--- src/rtl/drv_display.sv ---
// Three-digit multiplexed 7-segment driver for a common-anode display.
// Captures keypad codes into a 3-slot buffer and scans them out, dp marking the entry position.
module drv_display #(
  parameter int PRESC = 50000
) (
  input  logic       clk,
  input  logic       rst_n,
  input  logic [4:0] digito,
  input  logic [1:0] desp,
  output logic [2:0] an,
  output logic [6:0] seg,
  output logic       dp
);

  localparam int            PW   = (PRESC > 1) ? $clog2(PRESC) : 1;
  localparam logic [PW-1:0] PMAX = PW'(PRESC - 1);
  localparam logic [4:0]    BLANK_CODE = 5'd16;

  logic [4:0]    slot0_q, slot1_q, slot2_q;
  logic [4:0]    slot0_d, slot1_d, slot2_d;
  logic [1:0]    desp_q,  desp_d;
  logic [PW-1:0] pcnt_q,  pcnt_d;
  logic [1:0]    idx_q,   idx_d;
  logic [2:0]    an_q,    an_d;
  logic [6:0]    seg_q,   seg_d;
  logic          dp_q,    dp_d;
  logic [4:0]    cur_code;

  // Active-low {g,f,e,d,c,b,a}; anything outside 0..15 is blank.
  function automatic logic [6:0] dec(input logic [4:0] code);
    logic [6:0] s;
    case (code)
      5'd0:    s = 7'b1000000;
      5'd1:    s = 7'b1111001;
      5'd2:    s = 7'b0100100;
      5'd3:    s = 7'b0110000;
      5'd4:    s = 7'b0011001;
      5'd5:    s = 7'b0010010;
      5'd6:    s = 7'b0000010;
      5'd7:    s = 7'b1111000;
      5'd8:    s = 7'b0000000;
      5'd9:    s = 7'b0010000;
      5'd10:   s = 7'b0001000;
      5'd11:   s = 7'b0000011;
      5'd12:   s = 7'b1000110;
      5'd13:   s = 7'b0100001;
      5'd14:   s = 7'b0000110;
      5'd15:   s = 7'b0001110;
      default: s = 7'b1111111;
    endcase
    return s;
  endfunction

  // Capture: a pointer move commits the digit typed at the old position.
  always_comb begin
    slot0_d = slot0_q;
    slot1_d = slot1_q;
    slot2_d = slot2_q;
    desp_d  = desp;
    if (desp != desp_q) begin
      case (desp_q)
        2'd0:    slot0_d = digito;
        2'd1:    slot1_d = digito;
        2'd2:    slot2_d = digito;
        default: ;
      endcase
    end
  end

  // Scan: prescaler wrap advances the digit index; an illegal index recovers to 0.
  always_comb begin
    pcnt_d = pcnt_q + 1'b1;
    idx_d  = idx_q;
    if (pcnt_q >= PMAX) begin
      pcnt_d = '0;
      idx_d  = (idx_q == 2'd2) ? 2'd0 : idx_q + 2'd1;
    end
    if (idx_q == 2'd3)
      idx_d = 2'd0;
  end

  always_comb begin
    case (idx_q)
      2'd0:    cur_code = slot0_q;
      2'd1:    cur_code = slot1_q;
      2'd2:    cur_code = slot2_q;
      default: cur_code = BLANK_CODE;
    endcase
    an_d  = ~(3'b001 << idx_q);
    seg_d = dec(cur_code);
    dp_d  = (idx_q == desp_q) ? 1'b0 : 1'b1;
  end

  always_ff @(posedge clk or negedge rst_n) begin
    if (!rst_n) begin
      slot0_q <= BLANK_CODE;
      slot1_q <= BLANK_CODE;
      slot2_q <= BLANK_CODE;
      desp_q  <= 2'd0;
      pcnt_q  <= '0;
      idx_q   <= 2'd0;
      an_q    <= 3'b111;
      seg_q   <= 7'h7F;
      dp_q    <= 1'b1;
    end else begin
      slot0_q <= slot0_d;
      slot1_q <= slot1_d;
      slot2_q <= slot2_d;
      desp_q  <= desp_d;
      pcnt_q  <= pcnt_d;
      idx_q   <= idx_d;
      an_q    <= an_d;
      seg_q   <= seg_d;
      dp_q    <= dp_d;
    end
  end

  assign an  = an_q;
  assign seg = seg_q;
  assign dp  = dp_q;

endmodule

--- config.mk ---
export PLATFORM = sky130hd
export DESIGN_NAME = drv_display
export DESIGN_NICKNAME = d
export VERILOG_FILES = /design/src/rtl/drv_display.sv
export SDC_FILE = /design/constraint.sdc
export NUM_CORES = 1
export LEC_CHECK = 0
export ABC_CLOCK_PERIOD_IN_PS = 4300
export CAP_MARGIN = 20
export CORE_MARGIN = 2
export CORE_UTILIZATION = 55
export CTS_CLUSTER_DIAMETER = 200
export DETAILED_ROUTE_END_ITERATION = 10
export GPL_ROUTABILITY_DRIVEN = 0
export HOLD_SLACK_MARGIN = 0.12
export PLACE_DENSITY = 0.76
export SLEW_MARGIN = 20
export SYNTH_ARGS = -nofsm -noshare
export SYNTH_HDL_FRONTEND = slang
export SYNTH_SLANG_ARGS = --single-unit
--- constraint.sdc ---
create_clock -name clk -period 4.3 [get_ports clk]
set_input_delay 0.645 -clock clk [delete_from_list [all_inputs] [get_ports clk]]
set_output_delay 0.645 -clock clk [all_outputs]
set_load 0.02 [all_outputs]
==> PnR_summary.wiki <==
{| class="wikitable"
! Metric !! Value
|-
| Status || finished, final reports clean
|-
| Total Neg Setup Slack || 0 ps
|-
| Worst Hold Slack || 497.3 ps
|-
| Clock slew at the register clock pins of the worst setup and hold paths || 90 ps
|-
| IO Port Bufs || 19
|-
| Worst Setup Start Kind || register
|-
| Cell area after synthesis || between 2000 and 2500 µm²
|-
| Total global-route track usage || 0.1864
|-
| Fin Clk Skew || approximately 8.3 ps
|-
| Leakage || 1.063 nW
|-
| Power Density || 383.3 nW/µm²
|-
| Number of setup violations in the final report || 0
|-
| Clk Latency, worst-skew pair || 300 ps
|-
| Seq/Total Area, Yosys || 0.5003
|-
| Yosys Warn Count || 0
|-
| CTS Buf Count || 5
|-
| Max Cap Violations || 0
|-
| DR iter-0 viols || 65
|-
| Height of the die || 69.17 µm
|-
| Average routed wire per standard cell || 15.79 µm
|-
| HPWL Detailed || 2.995 mm
|-
| Wire length of the first global-routing pass || approximately 7.2 mm
|-
| Final Max Tran Viols || 0
|-
| Number of buffers inserted for hold repair after clock tree synthesis || 0
|-
| Classification of the worst-slack hold path || primary input to async pin
|-
| Area of the die || 4784 µm²
|-
| Resized cells post-CTS || 0
|-
| Remaining antenna violation count after routing || 0
|-
| Avg Synthesized Cell Area || 12.17 µm²
|-
| Initial antenna violation count || 0
|-
| Starting density of the core || 0.5757
|-
| Share of the core filled with cells in the final layout || 0.6500
|-
| Critical Path Fanout Max || 13
|-
| Time the final worst path needs with I/O delays and setup || roughly 2500 ps
|-
| Residual DRC count || 0
|-
| Clk sink count || 46
|-
| Iteration count of the initial detailed-routing pass || 4
|-
| Required time reported for the critical path endpoint || 4510 ps
|-
| Most used cells in the layout excluding fill and tap cells || dfrtp_1, clkdlybuf4s50_1, mux2_2
|-
| Post-synthesis register bit count || 46
|-
| VDD IR-drop max || ~0.25 mV
|-
| Endpoint type of the worst setup path || register
|-
| Syn_nets || 208
|-
| Nets@finish || ~230
|-
| Post-Route WL || just over 4 mm
|-
| RSZ-0062 raised after global routing || false
|-
| Most used DFF post-synth || dfrtp_1
|-
| Ports || 20
|-
| Period Utilization, post-route || 0.5788
|-
| Via count of the first global-routing pass || 1504
|-
| Max-slew headroom || 0.3433
|-
| CTS Root Cell || clkbuf_8
|-
| Count of cell types in the netlist || 49
|-
| Largest net degree at the start of global routing || 47
|-
| Per-cell via count in the routed design || approximately 5.8
|-
| Achievable clock frequency || about 0.40 GHz
|-
| Layout filler cell count || between 200 and 300
|-
| Area overhead of the layout relative to synthesis || 12.91%
|-
| Transition time at the pin with the least slew margin || 985.0 ps
|-
| Total number of vias || 1518
|-
| Die Span X || 69.17 µm
|-
| Path type of the worst setup path || register to register
|-
| Fraction of layout cells with a size suffix above 1 || 0.2925
|-
| Core region area || around 4100 µm²
|-
| Number of hold violations in the final report || 0
|-
| Count of flip-flops with a built-in enable after synthesis || 0
|-
| H-Tree Depth || 2
|-
| Commonest non-fill, non-tap cell in the layout || dfrtp_1
|-
| CTS tree || built
|-
| Final antenna diode count || 0
|-
| Leftover overflow at the end of global routing || 0
|-
| Post-CTS setup buffer count || 0
|-
| Fraction of registers with async set/reset || 1.000
|-
| Data arrival time of the critical path || 2700 ps
|-
| Row count || 23
|-
| Worst-case clock buffer depth || 2
|-
| Post-Synthesis Cells || 192
|}
final cells by class:
class / count / area, µm² / share of cell area
clock inverter: 2 / 12.51 / 0.004744
sequential: 46 / 1169 / 0.4431
inverter: 7 / 26.28 / 0.009962
multi-input combinational: 132 / 1100 / 0.4170
clock buffer: 6 / 82.58 / 0.03131
timing repair buffer: 19 / 185.2 / 0.07021
tap: 50 / 62.56 / 0.02372
cells in the mapped netlist (2+ instances only):
| library cell | instances | area, µm² |
|---|---|---|
| a21oi_1 | 4 | 20.02 |
| a221o_1 | 3 | 30.03 |
| a2bb2oi_2 | 2 | 30.03 |
| a311o_1 | 2 | 20.02 |
| and2_1 | 2 | 12.51 |
| and3_1 | 3 | 18.77 |
| and4_1 | 4 | 35.03 |
| buf_2 | 3 | 15.01 |
| clkbuf_1 | 2 | 7.510 |
| dfrtp_1 | 32 | 800.8 |
| dfstp_2 | 14 | 367.9 |
| ha_1 | 7 | 87.58 |
| inv_1 | 6 | 22.52 |
| mux2_2 | 15 | 168.9 |
| mux2i_1 | 9 | 90.09 |
| nand2_1 | 7 | 26.28 |
| nand2b_1 | 2 | 12.51 |
| nand3_1 | 6 | 30.03 |
| nand4_1 | 4 | 25.02 |
| nor2_1 | 6 | 22.52 |
| nor2_2 | 9 | 56.30 |
| nor2b_1 | 2 | 12.51 |
| nor3_1 | 4 | 20.02 |
| nor3b_1 | 2 | 15.01 |
| nor4_1 | 2 | 12.51 |
| o21ai_0 | 4 | 20.02 |
| or3_1 | 2 | 12.51 |
| xnor2_1 | 6 | 52.55 |
| xor2_1 | 8 | 70.07 |
state kept, by name, indices dropped and copies added (netlist names):
| signal | cells |
|---|---|
| idx_q | 2 |
| an | 3 |
| seg | 7 |
| slot1_q | 5 |
| dp | 1 |
| slot2_q | 5 |
| slot0_q | 5 |
| desp_q | 2 |
| pcnt_q | 16 |
routing by layer:
layer | share of wire | up-vias | track usage
met1 | 0.45 | 754 | 0.2507
met3 | 0.035 | 5 | 0.05087
met5 | 0 | - | 0
met4 | 0.013 | 0 | 0.05882
li1 | - | 733 | -
met2 | 0.50 | 26 | 0.2949
worst paths after layout:
kind	startpoint	to	slack, ps	cells past startpoint
min in group clk	pcnt_q[0]	pcnt_q[0]	500	1
setup reg to reg	idx_q[0]	seg[3]	1810	6
hold / removal	rst_n	pcnt_q[4]	500	1
max in group asynchronous	rst_n	idx_q[0]	3200	1
setup / recovery	idx_q[0]	seg[3]	1810	6
hold reg to reg	pcnt_q[0]	pcnt_q[0]	500	1
worst max-delay path: stages, from the launching register on:
cell       delay [ps]
dfrtp_1           640
and2b_2           340
a2bb2oi_1         490
inv_1             130
ha_1              240
a2111oi_0         460
a21oi_1           100
per-stage QoR:
stage / power (mW) / setup slack, ps / area [µm²] / cells
6_report: 1.011 / 1811 / 2638 / 262
3_5_place_dp: 0.7466 / 1851 / 2542 / 254
4_1_cts: 1.021 / 1871 / 2638 / 262
3_3_place_gp: 0.7355 / 1891 / 2542 / 254
2_1_floorplan: 0.6622 / 2285 / 2336 / 192
5_1_grt: 1.070 / 1576 / 2638 / 262
where the power goes:
group	internal (mW)	total (mW)	switching [mW]
clock	0.129	0.275	0.146
combinational	0.106	0.219	0.113
sequential	0.495	0.517	0.0226
total	0.730	1.01	0.281
logic make-up (layout without fill, tap and decap cells):
logic type	Yosys count	count (layout)	share of synthesized area
flops	46	46	0.5003
mux	24	24	0.1109
compound gates	27	27	0.1173
xor+xnor	14	14	0.05249
simple gates	60	60	0.1526
buf+inv	14	34	0.02892
fa+ha+maj	7	7	0.03749
(Power assumes the default switching activity.)
==> patch, RTL diff (config.mk and constraints unchanged) <==
Make the reset (`rst_n`) synchronous in one clocked block.
--- a/src/rtl/drv_display.sv
+++ b/src/rtl/drv_display.sv
@@ -91,7 +91,7 @@
     dp_d  = (idx_q == desp_q) ? 1'b0 : 1'b1;
   end
 
-  always_ff @(posedge clk or negedge rst_n) begin
+  always_ff @(posedge clk) begin
     if (!rst_n) begin
       slot0_q <= BLANK_CODE;
       slot1_q <= BLANK_CODE;
Formal check against the unedited RTL: differs if rst_n is asserted again (counterexample within 4 cycles, from zero or initial values and one cycle with rst_n low); with rst_n held inactive, the same outputs for 10 cycles.
==> patch against the original RTL <==
Hold slack worse by 0.035 ns. Routed wire length shrank 13%. Sequential share of layout area decreased by 6.2 points. Worst setup slack improved by 0.14 ns. Area after synthesis is 8.7% lower. Maximum frequency increased by 5.8%. Sequential cell count did not move. Final area fell by 8.4%. Largest cell class is now multi-input combinational cells. Highest routed layer unchanged.
Power is not compared: it rests on default switching activity, and its combinational part moved more than twofold at a synthesized area within 25%.
==> patch: results (changes against the original RTL) <==
Outcome
  – Outcome: completed

Setup path
  – Worst r2r dst: seg[0]
  – CP max-delay cell: dfxtp_1
  – Worst r2r src: idx_q[0]
  – Worst-path fanout max: 22 (+9)
  – Crit path DAT: 2.53 ns (-0.17 ns)
  – Largest delay contributor family on the critical path: flip-flops
  – Crit path largest cell delay: 0.82 ns (+0.18 ns)

Yosys
  – Sequential area share after synthesis: 43.2% (-6.8 points)
  – Ys async rst share: 0% (-100 points)
  – Commonest cells in the netlist: 46 x dfxtp_1, 26 x mux2i_1, 19 x nand2_1, 18 x nor2_1, 14 x nor2b_1
  – Total of warnings raised by yosys: 0 (unchanged)
  – Top cells by area, synth: dfxtp_1 43%, mux2i_1 12%, ha_1 4.1%
  – Cell variety after synth: 43 (-12%)
  – Mapped Nets: 236 (+13%)

Clock network
  – H-tree levels: 2 (unchanged)

Global route
  – GR Layer Usage met3: 4.09% (-1.0 points)
  – GR Util met1: 23.8% (-1.2 points)
  – Vias in the first global route: 1450 (-3.6%)
  – GRT Util Overall: 18.3% (-0.32 points)
  – Largest net degree at the start of global routing: 24 (-49%)
  – Met2 Use GR: 29.1% (-0.36 points)
  – First-pass GRT wire length: 6.18 mm (-14%)

Finish
  – Layout cells sized above 1: 5.04% (-24 points)
  – N_diodes: 0 (unchanged)
  – Layout filler cell count: 318 (+7.1%)
  – Max FFs per register: 16 (unchanged)
  – Fin nets: 253 (+11%)

Placed design
  – Dpl hpwl: 2.55 mm (-15%)
  – DP Worst Slack: 1.69 ns (-0.162 ns)

Min path
  – Sink of the worst hold path: pcnt_q[0]
  – Hold crit path type: flop to flop

Drt
  – Wire per inst: 12.6 µm (-20%)

Timing
  – Final Skew: 0.0114 ns (+0.00310 ns)
  – Final hold slack: 0.462 ns (-0.0352 ns)
  – Least-Margin Pin Slew: 0.766 ns (-0.219 ns)
-- patch: changes by cell type in the layout (fill, tap and decap cells not counted), moves of 3 or more --
| cell | delta |
|---|---|
| o221ai_1 | +5 |
| mux2i_1 | +17 |
| dfstp_2 | -14 |
| and4_1 | -3 |
| mux2_2 | -15 |
| dfrtp_1 | -32 |
| dfxtp_1 | +46 |
| nor2_2 | -9 |
| nor2_1 | +12 |
| nor2b_1 | +12 |
| nand2_1 | +12 |
| a221o_1 | -3 |
| o22ai_1 | +4 |
-- patch: power breakdown --
group	switching (µW)	leakage, µW	internal [µW]
logic	44.2	0.000478	40.7
clock network	137	0.0000482	130
registers	8.37	0.000375	440
total	189	0.000902	611
-- patch: per-layer routing --
metal | share of wire, % | vias to the layer above | routed length [µm]
met5 | 0 | - | 0
met4 | 1.5 | 0 | 55
met3 | 3.1 | 6 | 111
met2 | 44 | 23 | 1580
met1 | 51 | 712 | 1860
li1 | - | 808 | -
-- patch: cell families (layout without fill, tap and decap cells) --
| group | Yosys count | after routing | synth area share [%] |
|---|---|---|---|
| adders and majority gates | 7 | 7 | 4.11 |
| DFF | 46 | 46 | 43.2 |
| xor gates and xnor gates | 14 | 14 | 5.75 |
| AOI/OAI and AO/OA | 28 | 28 | 9.51 |
| muxes | 26 | 26 | 12.2 |
| buffers and inverters | 13 | 31 | 3.46 |
| and+or+nand+nor | 86 | 86 | 21.8 |
-- patch: layout make-up --
type	count	area, µm²	share of cell area, %
clock inverter	1	5.00	0.207
sequential	46	921	38.1
tap	48	60.1	2.49
multi-input combinational	161	1140	47.1
inverter	4	15.0	0.622
timing repair buffer	19	190	7.88
clock buffer	7	86.3	3.58
-- patch: worst max-delay path by stage --
stage | to | slack [ns]
floorplan | seg[0] | 2.51
global placement | seg[3] | 1.76
detailed placement | seg[3] | 1.69
CTS | seg[0] | 1.95
global route | seg[0] | 1.65
finish | seg[0] | 1.95
-- patch: metrics by stage --
step	total power, µW	area (µm²)	std cells
floorplan	517	2130	220
global placement	543	2320	278
detailed placement	543	2320	278
CTS	803	2410	286
global route	835	2410	286
finish	800	2410	286
-- patch: worst reg2reg max path, cell delays in order, from the launching register on --
cell      delay (ns)
dfxtp_1         0.82
mux2i_1         0.17
o22ai_1         0.45
inv_1           0.16
ha_1            0.27
nor4_1          0.30
a211oi_1        0.07
